[src/rtl/ir_pkg.sv]
// Shared definitions for the NEC IR receive controller: FSM states,
// default counter width and byte positions inside the 32-bit NEC frame.
package ir_pkg;

    localparam int CNT_W     = 18;

    localparam int ADDR_LSB  = 0;
    localparam int NADDR_LSB = 8;
    localparam int CMD_LSB   = 16;
    localparam int NCMD_LSB  = 24;

    typedef enum logic [2:0] {
        IDLE,
        LEAD_MARK,
        LEAD_SPACE,
        BIT_MARK,
        BIT_SPACE,
        STOP
    } ir_state_e;

endpackage

[src/rtl/ir_glitch_filter.sv]
// Synchronizes the raw IR pin, maps it to a mark level and suppresses pulses
// shorter than rf_niose_th+1 cycles; emits the filtered level and edge pulses.
module ir_glitch_filter #(
    parameter int SYNC_STG = 2
) (
    input  logic       pclk,
    input  logic       prstn,
    input  logic       ir_in,
    input  logic       rf_ir_phase,
    input  logic [7:0] rf_niose_th,
    output logic       mark,
    output logic       mark_rise,
    output logic       mark_fall
);

    logic [SYNC_STG-1:0] sync_q;
    logic [7:0]          stab_cnt;
    logic                raw_mark;

    always_ff @(posedge pclk or negedge prstn) begin
        if (!prstn) begin
            sync_q <= '1;
        end else begin
            sync_q <= {sync_q[SYNC_STG-2:0], ir_in};
        end
    end

    assign raw_mark = rf_ir_phase ? ~sync_q[SYNC_STG-1] : sync_q[SYNC_STG-1];

    // The edge pulses are registered together with the level so that both
    // describe the same filtered transition in the same cycle.
    always_ff @(posedge pclk or negedge prstn) begin
        if (!prstn) begin
            mark      <= 1'b0;
            stab_cnt  <= '0;
            mark_rise <= 1'b0;
            mark_fall <= 1'b0;
        end else begin
            mark_rise <= 1'b0;
            mark_fall <= 1'b0;
            if (raw_mark != mark) begin
                if (stab_cnt == rf_niose_th) begin
                    mark      <= raw_mark;
                    stab_cnt  <= '0;
                    mark_rise <= raw_mark;
                    mark_fall <= ~raw_mark;
                end else begin
                    stab_cnt <= stab_cnt + 8'd1;
                end
            end else begin
                stab_cnt <= '0;
            end
        end
    end

endmodule

[src/rtl/ir_nec_rx_ctrl.sv]
// NEC IR frame decoder: measures filtered mark/space widths, walks the frame
// FSM and maintains the sticky status and last-frame data for the APB block.
module ir_nec_rx_ctrl #(
    parameter int CNT_W    = 18,
    parameter int SYNC_STG = 2
) (
    input  logic             pclk,
    input  logic             prstn,
    input  logic             ir_in,
    input  logic             rf_ir_phase,
    input  logic [7:0]       rf_niose_th,
    input  logic [12:0]      rf_edge_th,
    input  logic [CNT_W-1:0] rf_9ms_cnt,
    input  logic [CNT_W-1:0] rf_4p5_cnt,
    input  logic [CNT_W-1:0] rf_1p69_cnt,
    input  logic [CNT_W-1:0] rf_2p25_cnt,
    input  logic             rf_addr_cmp_en,
    input  logic             rf_data_cmp_en,
    input  logic             rf_int_clr,
    input  logic             rf_cmp_clr,
    output logic [31:0]      ir_data,
    output logic             ir_int,
    output logic             ir_repeat,
    output logic             ir_cmp_err
);

    import ir_pkg::*;

    localparam int CW1 = CNT_W + 1;

    function automatic logic [CNT_W-1:0] sat_inc(input logic [CNT_W-1:0] v);
        return (&v) ? v : v + CNT_W'(1);
    endfunction

    // |meas - nom| <= tol with one extra bit so the difference never wraps.
    function automatic logic within_tol(input logic [CNT_W-1:0] meas,
                                        input logic [CNT_W-1:0] nom,
                                        input logic [12:0]      tol);
        logic signed [CNT_W:0] diff;
        logic        [CNT_W:0] mag;
        diff = $signed({1'b0, meas}) - $signed({1'b0, nom});
        mag  = (diff < 0) ? $unsigned(-diff) : $unsigned(diff);
        return mag <= CW1'(tol);
    endfunction

    logic             mark;
    logic             mark_rise;
    logic             mark_fall;
    logic [CNT_W-1:0] cnt;
    ir_state_e        state, state_nxt;
    logic [31:0]      shift_q, shift_nxt;
    logic [4:0]       bitcnt, bitcnt_nxt;
    logic [31:0]      data_nxt;
    logic             int_nxt, rep_nxt, err_nxt;
    logic [31:0]      frame_word;
    logic             cmp_fail;
    logic             hit_9ms, hit_4p5, hit_2p25, hit_1p69;
    logic             timeout;

    ir_glitch_filter #(
        .SYNC_STG (SYNC_STG)
    ) u_filter (
        .pclk        (pclk),
        .prstn       (prstn),
        .ir_in       (ir_in),
        .rf_ir_phase (rf_ir_phase),
        .rf_niose_th (rf_niose_th),
        .mark        (mark),
        .mark_rise   (mark_rise),
        .mark_fall   (mark_fall)
    );

    // Width counter holds the length of the interval that just ended while an
    // edge pulse is present.
    always_ff @(posedge pclk or negedge prstn) begin
        if (!prstn) begin
            cnt <= '0;
        end else if (mark_rise || mark_fall) begin
            cnt <= '0;
        end else begin
            cnt <= sat_inc(cnt);
        end
    end

    assign hit_9ms  = within_tol(cnt, rf_9ms_cnt,  rf_edge_th);
    assign hit_4p5  = within_tol(cnt, rf_4p5_cnt,  rf_edge_th);
    assign hit_2p25 = within_tol(cnt, rf_2p25_cnt, rf_edge_th);
    assign hit_1p69 = within_tol(cnt, rf_1p69_cnt, rf_edge_th);
    assign timeout  = {1'b0, cnt} > ({1'b0, rf_9ms_cnt} + CW1'(rf_edge_th));

    always_ff @(posedge pclk or negedge prstn) begin
        if (!prstn) begin
            state      <= IDLE;
            shift_q    <= '0;
            bitcnt     <= '0;
            ir_data    <= '0;
            ir_int     <= 1'b0;
            ir_repeat  <= 1'b0;
            ir_cmp_err <= 1'b0;
        end else begin
            state      <= state_nxt;
            shift_q    <= shift_nxt;
            bitcnt     <= bitcnt_nxt;
            ir_data    <= data_nxt;
            ir_int     <= int_nxt;
            ir_repeat  <= rep_nxt;
            ir_cmp_err <= err_nxt;
        end
    end

    // Clears are applied first so that any set further down overrides them.
    always_comb begin
        state_nxt  = state;
        shift_nxt  = shift_q;
        bitcnt_nxt = bitcnt;
        data_nxt   = ir_data;
        int_nxt    = ir_int & ~rf_int_clr;
        rep_nxt    = ir_repeat & ~rf_int_clr;
        err_nxt    = ir_cmp_err & ~rf_cmp_clr;
        frame_word = {hit_1p69, shift_q[31:1]};
        cmp_fail   = (rf_addr_cmp_en &&
                      (frame_word[NADDR_LSB +: 8] != ~frame_word[ADDR_LSB +: 8])) ||
                     (rf_data_cmp_en &&
                      (frame_word[NCMD_LSB +: 8] != ~frame_word[CMD_LSB +: 8]));

        if (state != IDLE && timeout) begin
            state_nxt = IDLE;
        end else begin
            case (state)
                IDLE: begin
                    if (mark_rise) state_nxt = LEAD_MARK;
                end
                LEAD_MARK: begin
                    if (mark_fall) state_nxt = hit_9ms ? LEAD_SPACE : IDLE;
                end
                LEAD_SPACE: begin
                    if (mark_rise) begin
                        if (hit_4p5) begin
                            state_nxt  = BIT_MARK;
                            bitcnt_nxt = '0;
                        end else if (hit_2p25) begin
                            state_nxt = STOP;
                            rep_nxt   = 1'b1;
                            int_nxt   = 1'b1;
                        end else begin
                            state_nxt = IDLE;
                        end
                    end
                end
                BIT_MARK: begin
                    if (mark_fall) state_nxt = (cnt < rf_1p69_cnt) ? BIT_SPACE : IDLE;
                end
                BIT_SPACE: begin
                    if (mark_rise) begin
                        if (hit_1p69 || (cnt < (rf_1p69_cnt >> 1))) begin
                            shift_nxt = frame_word;
                            if (bitcnt == 5'd31) begin
                                state_nxt = STOP;
                                data_nxt  = frame_word;
                                if (cmp_fail) begin
                                    err_nxt = 1'b1;
                                end else begin
                                    int_nxt = 1'b1;
                                    rep_nxt = 1'b0;
                                end
                            end else begin
                                state_nxt  = BIT_MARK;
                                bitcnt_nxt = bitcnt + 5'd1;
                            end
                        end else begin
                            state_nxt = IDLE;
                        end
                    end
                end
                STOP: begin
                    if (!mark) state_nxt = IDLE;
                end
                default: state_nxt = IDLE;
            endcase
        end
    end

endmodule

[config.mk]
export PLATFORM = sky130hd
export DESIGN_NAME = ir_nec_rx_ctrl
export DESIGN_NICKNAME = d
export VERILOG_FILES = /design/src/rtl/ir_pkg.sv /design/src/rtl/ir_glitch_filter.sv /design/src/rtl/ir_nec_rx_ctrl.sv
export SDC_FILE = /design/constraint.sdc
export NUM_CORES = 1
export LEC_CHECK = 0
export CELL_PAD_IN_SITES_DETAIL_PLACEMENT = 0
export CELL_PAD_IN_SITES_GLOBAL_PLACEMENT = 1
export CORE_ASPECT_RATIO = 1.1
export CORE_MARGIN = 2
export CORE_UTILIZATION = 45
export DETAILED_ROUTE_END_ITERATION = 7
export PLACE_DENSITY = 0.94
export SYNTH_ARGS = -nofsm -noshare
export SYNTH_HDL_FRONTEND = slang
export SYNTH_SLANG_ARGS = --single-unit
export TNS_END_PERCENT = 30
[constraint.sdc]
create_clock -name pclk -period 7.2 [get_ports pclk]
set_clock_uncertainty 0.15 [all_clocks]
set_input_delay 0.72 -clock pclk [delete_from_list [all_inputs] [get_ports pclk]]
set_output_delay 0.72 -clock pclk [all_outputs]
set_load 0.005 [all_outputs]
Yosys cells after proc, flatten, opt, wreduce, memory -nomap -nowiden --
Index checks and enable logic that the tools add are counted.
Cells by class: muxes and demuxes 57, $add $sub $neg 12, bitwise gates (word level) 10, reductions and logical operators 15, magnitude comparators 11, eq/ne operators 22
Operator list (count):
- 19-bit by 13-bit <= comparator with 1-bit output | 4
- 19-bit by 1-bit < comparator with 1-bit output (second input constant) | 4
- 19-bit 2-to-1 mux | 4
- 19-bit negator | 4
- 18-bit by 18-bit subtractor with 19-bit output | 4
- 18-bit 2-to-1 mux | 2
- 3-bit 2-to-1 mux | 12
- 1-bit 2-to-1 mux | 27
- 5-bit 2-to-1 mux | 5
- 18-bit by 13-bit adder with 19-bit output | 1
- 18-bit by 19-bit > comparator with 1-bit output | 1
- 18-bit by 1-bit adder with 18-bit output (second input constant) | 1
- 18-bit by 17-bit < comparator with 1-bit output | 1
- 18-bit < comparator | 1
- 3-bit case mux with 6 select lines | 1
- 18-bit AND reduction | 1
- 8-bit 2-to-1 mux | 2
- 8-bit inequality test | 2
- 8-bit inverter | 2
- 3-bit by 2-bit inequality test with 1-bit output (second input constant) | 5
- 5-bit case mux with 2 select lines | 1
- 8-bit by 1-bit adder with 8-bit output (second input constant) | 1
- 8-bit equality test | 1
- 2-bit inequality test (second input constant) | 4
- other kinds (22) | 36
Word-level totals: logic and storage cells 140, register bits after elaboration 106, output and inout port bits 35

Depth between registers and ports, before layout --
word-level depth 13, depth in mapped cells 25, depth with buffers taken out 24

By module --
A second synthesis with hierarchy kept.
Second synthesis, totals: cell total of the unflattened synthesis 1641, area total of the unflattened synthesis 13650.6 µm²
By module, submodules not included:
- ir_nec_rx_ctrl | cells each 1587, times used 1, sequential area each 2302.2 µm², area an instance 13033.8 µm²
- ir_glitch_filter | cells each 54, times used 1, sequential area each 327.8 µm², area an instance 616.8 µm²

Least setup slack after synthesis --
Ideal clock, no wire load.
kind input to register, start point in rf_1p69_cnt[0], end point reg shift_q[10], setup slack 1.214 ns, stages 21, path buffers 1, arrival 5.712 ns, data required time 6.925 ns, path through ha_1 > inv_1 > fa_1 > a211oi_1 > nor2_1 > xor2_1 > a2111o_1 > nor4b_1 > nand2b_1 > and2_1 > xnor2_1 > ha_1 > a2111oi_0 > o221ai_1 > o221a_2 > a2111oi_0 > a31oi_2 > o21a_1 > nor2_4 > buf_6 > mux2_2
Between the ends: longest elaborated chain between the ends 6, elaborated cells between the ends (all ways) 7
Ends and longest elaborated chain:
- start, declared | line ir_nec_rx_ctrl.sv:15 | input logic [CNT_W-1:0] rf_1p69_cnt,
- 18-bit by 18-bit subtractor with 19-bit output * | line ir_nec_rx_ctrl.sv:41 | diff = $signed({1'b0, meas}) - $signed({1'b0, nom});
- 19-bit negator / 19-bit by 1-bit < comparator with 1-bit output (equally long branches) | line ir_nec_rx_ctrl.sv:42 | mag = (diff < 0) ? $unsigned(-diff) : $unsigned(diff);
- 19-bit 2-to-1 mux * | line ir_nec_rx_ctrl.sv:42
- 19-bit by 13-bit <= comparator with 1-bit output * | line ir_nec_rx_ctrl.sv:43 | return mag <= CW1'(tol);
- 1-bit logical OR * | line ir_nec_rx_ctrl.sv:155 | if (hit_1p69 || (cnt < (rf_1p69_cnt >> 1))) begin
- 4-bit AND reduction (no source line) *
- end signal, assigned | line ir_nec_rx_ctrl.sv:102 | shift_q <= shift_nxt;
- end, declared | line ir_nec_rx_ctrl.sv:51 | logic [31:0] shift_q, shift_nxt;
Mark *: on every way between the ends. The rest lies on a longest branch, timed or not. A chain may end at the register's enable or synchronous reset.

Worst setup path after layout --
start point in rf_1p69_cnt[1], end point reg ir_data[26]
Between the ends: longest elaborated chain between the ends 6, elaborated cells between the ends (all ways) 8
Ends and longest elaborated chain:
- 18-bit by 18-bit subtractor with 19-bit output | line ir_nec_rx_ctrl.sv:41
- 19-bit negator / 19-bit by 1-bit < comparator with 1-bit output (equally long branches) | line ir_nec_rx_ctrl.sv:42
- 19-bit 2-to-1 mux | line ir_nec_rx_ctrl.sv:42
- 19-bit by 13-bit <= comparator with 1-bit output | line ir_nec_rx_ctrl.sv:43
- 1-bit logical OR * | line ir_nec_rx_ctrl.sv:155
- 5-bit AND reduction (no source line) *
- end signal, assigned | line ir_nec_rx_ctrl.sv:104 | ir_data <= data_nxt;
- end, declared | line ir_nec_rx_ctrl.sv:21 | output logic [31:0] ir_data,
Marks and branches as above.

==> results.txt <==
- Outcome: complete, no violations
- In this run the post-CTS setup repair buffer count came out at 0.
* Unique cell type count in the Yosys netlist: just over 80
- Arr. time, crit path: 6.62 ns
- Derived from the worst setup path, the maximum achievable clock frequency is 153 MHz.
- The analysis attributes to net switching a power of ~1.7 mW.
* Register bit count reported by yosys: ~110
- Detailed placement ended at an HPWL of 30,200 um.
- The clock net in this run drives a total of 105 sinks.
* Count of maximum capacitance violations: 0
- Walking the worst path, the cells encountered are clkdlybuf4s50_1, inv_1, fa_1, a211oi_1, nor2_1, xor2_1, a2111o_1, nor4b_1, nand2b_1, and2_1, xnor2_1, ha_1, nand3_1, nor2_1, nand2_1, o221ai_1, o221a_2, a2111oi_0, a31oi_2, o21ai_4, nand3_4, buf_4, mux2_2.
- The hold violation total from the final report came to 0.
- Wires add up to 38,400 um.
- Syn Nets: between 1,500 and 2,000
* Worst VDD drop: 0.000213 V
- Area enclosed by the die boundary: a little over 30,000 um^2
* Fraction of registers with async set/reset: 1.00
- The H-tree generated during clock tree synthesis spans 3 levels.
- The mapped netlist covers approximately 13,000 um^2.
- The tree is rooted in a sky130_fd_sc_hd__clkbuf_16.
- Sw frac: 0.466
- For the pin with the worst max-slew slack, the measured transition is 0.857 ns.
- Int Pwr: 1.89 mW
- The library cells used most frequently in the layout, excluding fill and tap cells, are sky130_fd_sc_hd__ha_1, sky130_fd_sc_hd__clkdlybuf4s50_1, sky130_fd_sc_hd__inv_1, sky130_fd_sc_hd__nor2_1, sky130_fd_sc_hd__dfrtp_1.
- Antenna fix cells: 0
- After technology mapping, the gate count stands at roughly 1,600.
* Cell area power density: 229 nW/um^2
* Initial core utilization: 0.455
* Worst path max stage delay: 0.56 ns
- Max FO, Critical Path: 33
- The finished layout holds between 2,000 and 2,500 standard cells, fillers aside.
- Grouping stages by cell kind, the critical path spends the most delay in compound AO/OA/AOI/OAI gates.
* Number of setup violations in the final report: 0
* Part of the power in the clock network: 0.142
- Number of enable flip-flop cells after synthesis: 0
- Number of search-and-repair iterations in the first detailed-routing pass: 5
* Required time worst endpoint: 7.29 ns
* Number of nets in the final layout: slightly above 2,000
- Final min period: 6.53 ns
- Critical Setup Path Class: in2reg
* GP Congestion: about 0.9
- The first global-routing pass estimated 61,300 um of wire.
- The initial antenna violation count came to 0.
* Number of ports placed on the die boundary: 136
- Quantity of hold-fixing buffers added after cts: 0
- In this run the mean area of a mapped cell was ~8.4 um^2.
- The Yosys step of the flow raised 0 warnings.
- Entering global routing, the biggest net connects 69 pins.
- The core region is about 29,000 um^2.
- Synth-to-layout area growth: 16.1%
- Clock insertion delay at the later pin of the skew report: 0.36 ns
- In this run, CTS created clock tree buffers numbering 9.
- Slowest-stage cell, CP: sky130_fd_sc_hd__clkdlybuf4s50_1
- In the final layout, the share of cells above drive strength 1 is 0.0795.
- Once the clock tree was built, the resizer swapped 0 gates to a different size.
* Global route overflow: 0
* Most common cell on crit path: sky130_fd_sc_hd__nor2_1
- Endpoint type of the worst setup path: flop
- TritonCTS clock tree: done
* Die boundary width: 168 um
- Row cnt: 66
- For this run, the total global-route usage over all layers was measured as 0.244.
- The library cell used most frequently in the layout, excluding fill and tap cells, is sky130_fd_sc_hd__ha_1.
- After clock tree synthesis, the clock-pin slew on the worst setup and hold paths is around 0.09 ns.
- Setup repair after global routing left no endpoint under its margin.
- Sequential group share of total power: 0.188
- Antenna Violating Nets Remaining: 0
- Post-route DRC: 0
* Share of synthesized area occupied by flip-flops and latches: 0.197
- Final period util: 0.907
- The clock passes through at most 2 buffers.
* Combinational share of power: 0.670
- Via count of the first global-routing pass: 12,236
- From bottom edge to top edge, the die measures 185 um.
* Port Buffers: 135
- Primary flip-flop cell chosen by synthesis mapping: sky130_fd_sc_hd__dfrtp_1
- The worst pin sits at a relative slew slack of 0.429.
- Via count: between 10,000 and 15,000
- Dividing the detail-routed wire length by the instance count gives around 18 um.
- Max-slew violation count: 0
* DRC marker count from the first detailed-route iteration: 905
- For this design the static power due to leakage is 7.34 nW.
- The tightest min-delay check is of the in2async type.
- After detailed routing, the number of vias per cell comes to 6.02.
* Buffers and inverters on the worst path: 3
- After detailed placement, the design holds a cell count of between 2,000 and 2,500.
- After routing, the total negative slack on setup checks comes to 0 ns.
- The worst setup path is launched from an input pin.
## metal layers
metal  vias to the layer above  track usage  part of all wire
li1                       6238            -                 -
met1                      6061        0.305              0.43
met2                       334        0.440              0.49
met3                        75       0.0205             0.043
met4                         0       0.0907             0.037
met5                         -            0                 0
## synth_stat cells (31+ instances only)
cell type,n,share of area
sky130_fd_sc_hd__dfrtp_1,103,0.19
sky130_fd_sc_hd__nand3_1,41,0.015
sky130_fd_sc_hd__a21o_1,48,0.027
sky130_fd_sc_hd__mux2_2,36,0.030
sky130_fd_sc_hd__ha_1,179,0.17
sky130_fd_sc_hd__nand2_1,74,0.021
sky130_fd_sc_hd__xor2_1,62,0.041
sky130_fd_sc_hd__inv_1,124,0.035
sky130_fd_sc_hd__o21a_1,31,0.017
sky130_fd_sc_hd__o21ai_0,85,0.032
sky130_fd_sc_hd__a21oi_1,101,0.038
sky130_fd_sc_hd__xnor2_1,79,0.052
sky130_fd_sc_hd__nor2_1,124,0.035
sky130_fd_sc_hd__nor3_1,38,0.014
## area by class of cell
class	instances	area (um^2)
clock inverter	7	81.3
multi-input combinational	1330	10100
sequential	105	2630
timing repair buffer	161	1560
tap	374	468
inverter	124	465
clock buffer	9	225
fill	2759	13900
## path summary, 6_finish.rpt
| check | end | slack, ns | cells after the start | startpoint |
|---|---|---|---|---|
| setup / recovery | ir_data[26] | 0.67 | 23 | rf_1p69_cnt[1] |
| hold / removal | ir_data[11] | 0.16 | 1 | prstn |
| setup reg to reg | ir_data[26] | 0.78 | 24 | cnt[0] |
| hold reg to reg | u_filter.sync_q[1] | 0.21 | 0 | u_filter.sync_q[0] |
| max in group asynchronous | cnt[14] | 5.49 | 2 | prstn |
| min in group pclk | u_filter.sync_q[1] | 0.21 | 0 | u_filter.sync_q[0] |
## power groups by stage
stage | clock [mW] | combinational, mW | sequential [mW]
2_1_floorplan | 0 | 1.75 | 0.688
3_3_place_gp | 0 | 2.28 | 0.677
3_5_place_dp | 0 | 2.33 | 0.677
4_1_cts | 0.513 | 2.34 | 0.666
5_1_grt | 0.538 | 2.65 | 0.670
6_report | 0.505 | 2.38 | 0.667
## worst register-to-register path: cells and delay by family (launching register included)
kind	cells	cell delay, ns
AO/OA/AOI/OAI	7	1.98
XOR/XNOR	2	0.32
adder cells (fa/ha/maj)	3	0.95
buffers and inverters	3	0.80
flip-flops	1	0.45
multiplexers	1	0.43
AND/OR/NAND/NOR	8	1.27
## metrics by stage
step	utilization	hold slack [ns]	worst slack [ns]	power, mW	cell area [um^2]
2_1_floorplan	-	0.195	1.21	2.44	13400
3_3_place_gp	0.518	0.197	0.480	2.96	15200
3_5_place_dp	0.518	0.197	0.365	3.00	15200
4_1_cts	0.528	0.173	0.722	3.52	15500
5_1_grt	0.528	0.199	0.291	3.86	15500
6_report	0.528	0.155	0.671	3.55	15500
## cells by family after synthesis
family | after synthesis | synth area share
AND/OR/NAND/NOR | 468 | 0.181
AO/OA/AOI/OAI | 465 | 0.239
adder cells (fa/ha/maj) | 184 | 0.175
buffers and inverters | 159 | 0.0485
XOR/XNOR | 141 | 0.0923
flip-flops | 105 | 0.197
multiplexers | 72 | 0.0677
## state kept, by name, indices dropped and copies added (netlist names)
name	count
bitcnt	5
cnt	18
ir_cmp_err	1
ir_data	32
ir_int	1
ir_repeat	1
shift_q	31
state	3
u_filter.mark	1
u_filter.mark_fall	1
u_filter.mark_rise	1
u_filter.stab_cnt	8
u_filter.sync_q	2
Power figures use the tool's default switching activity.
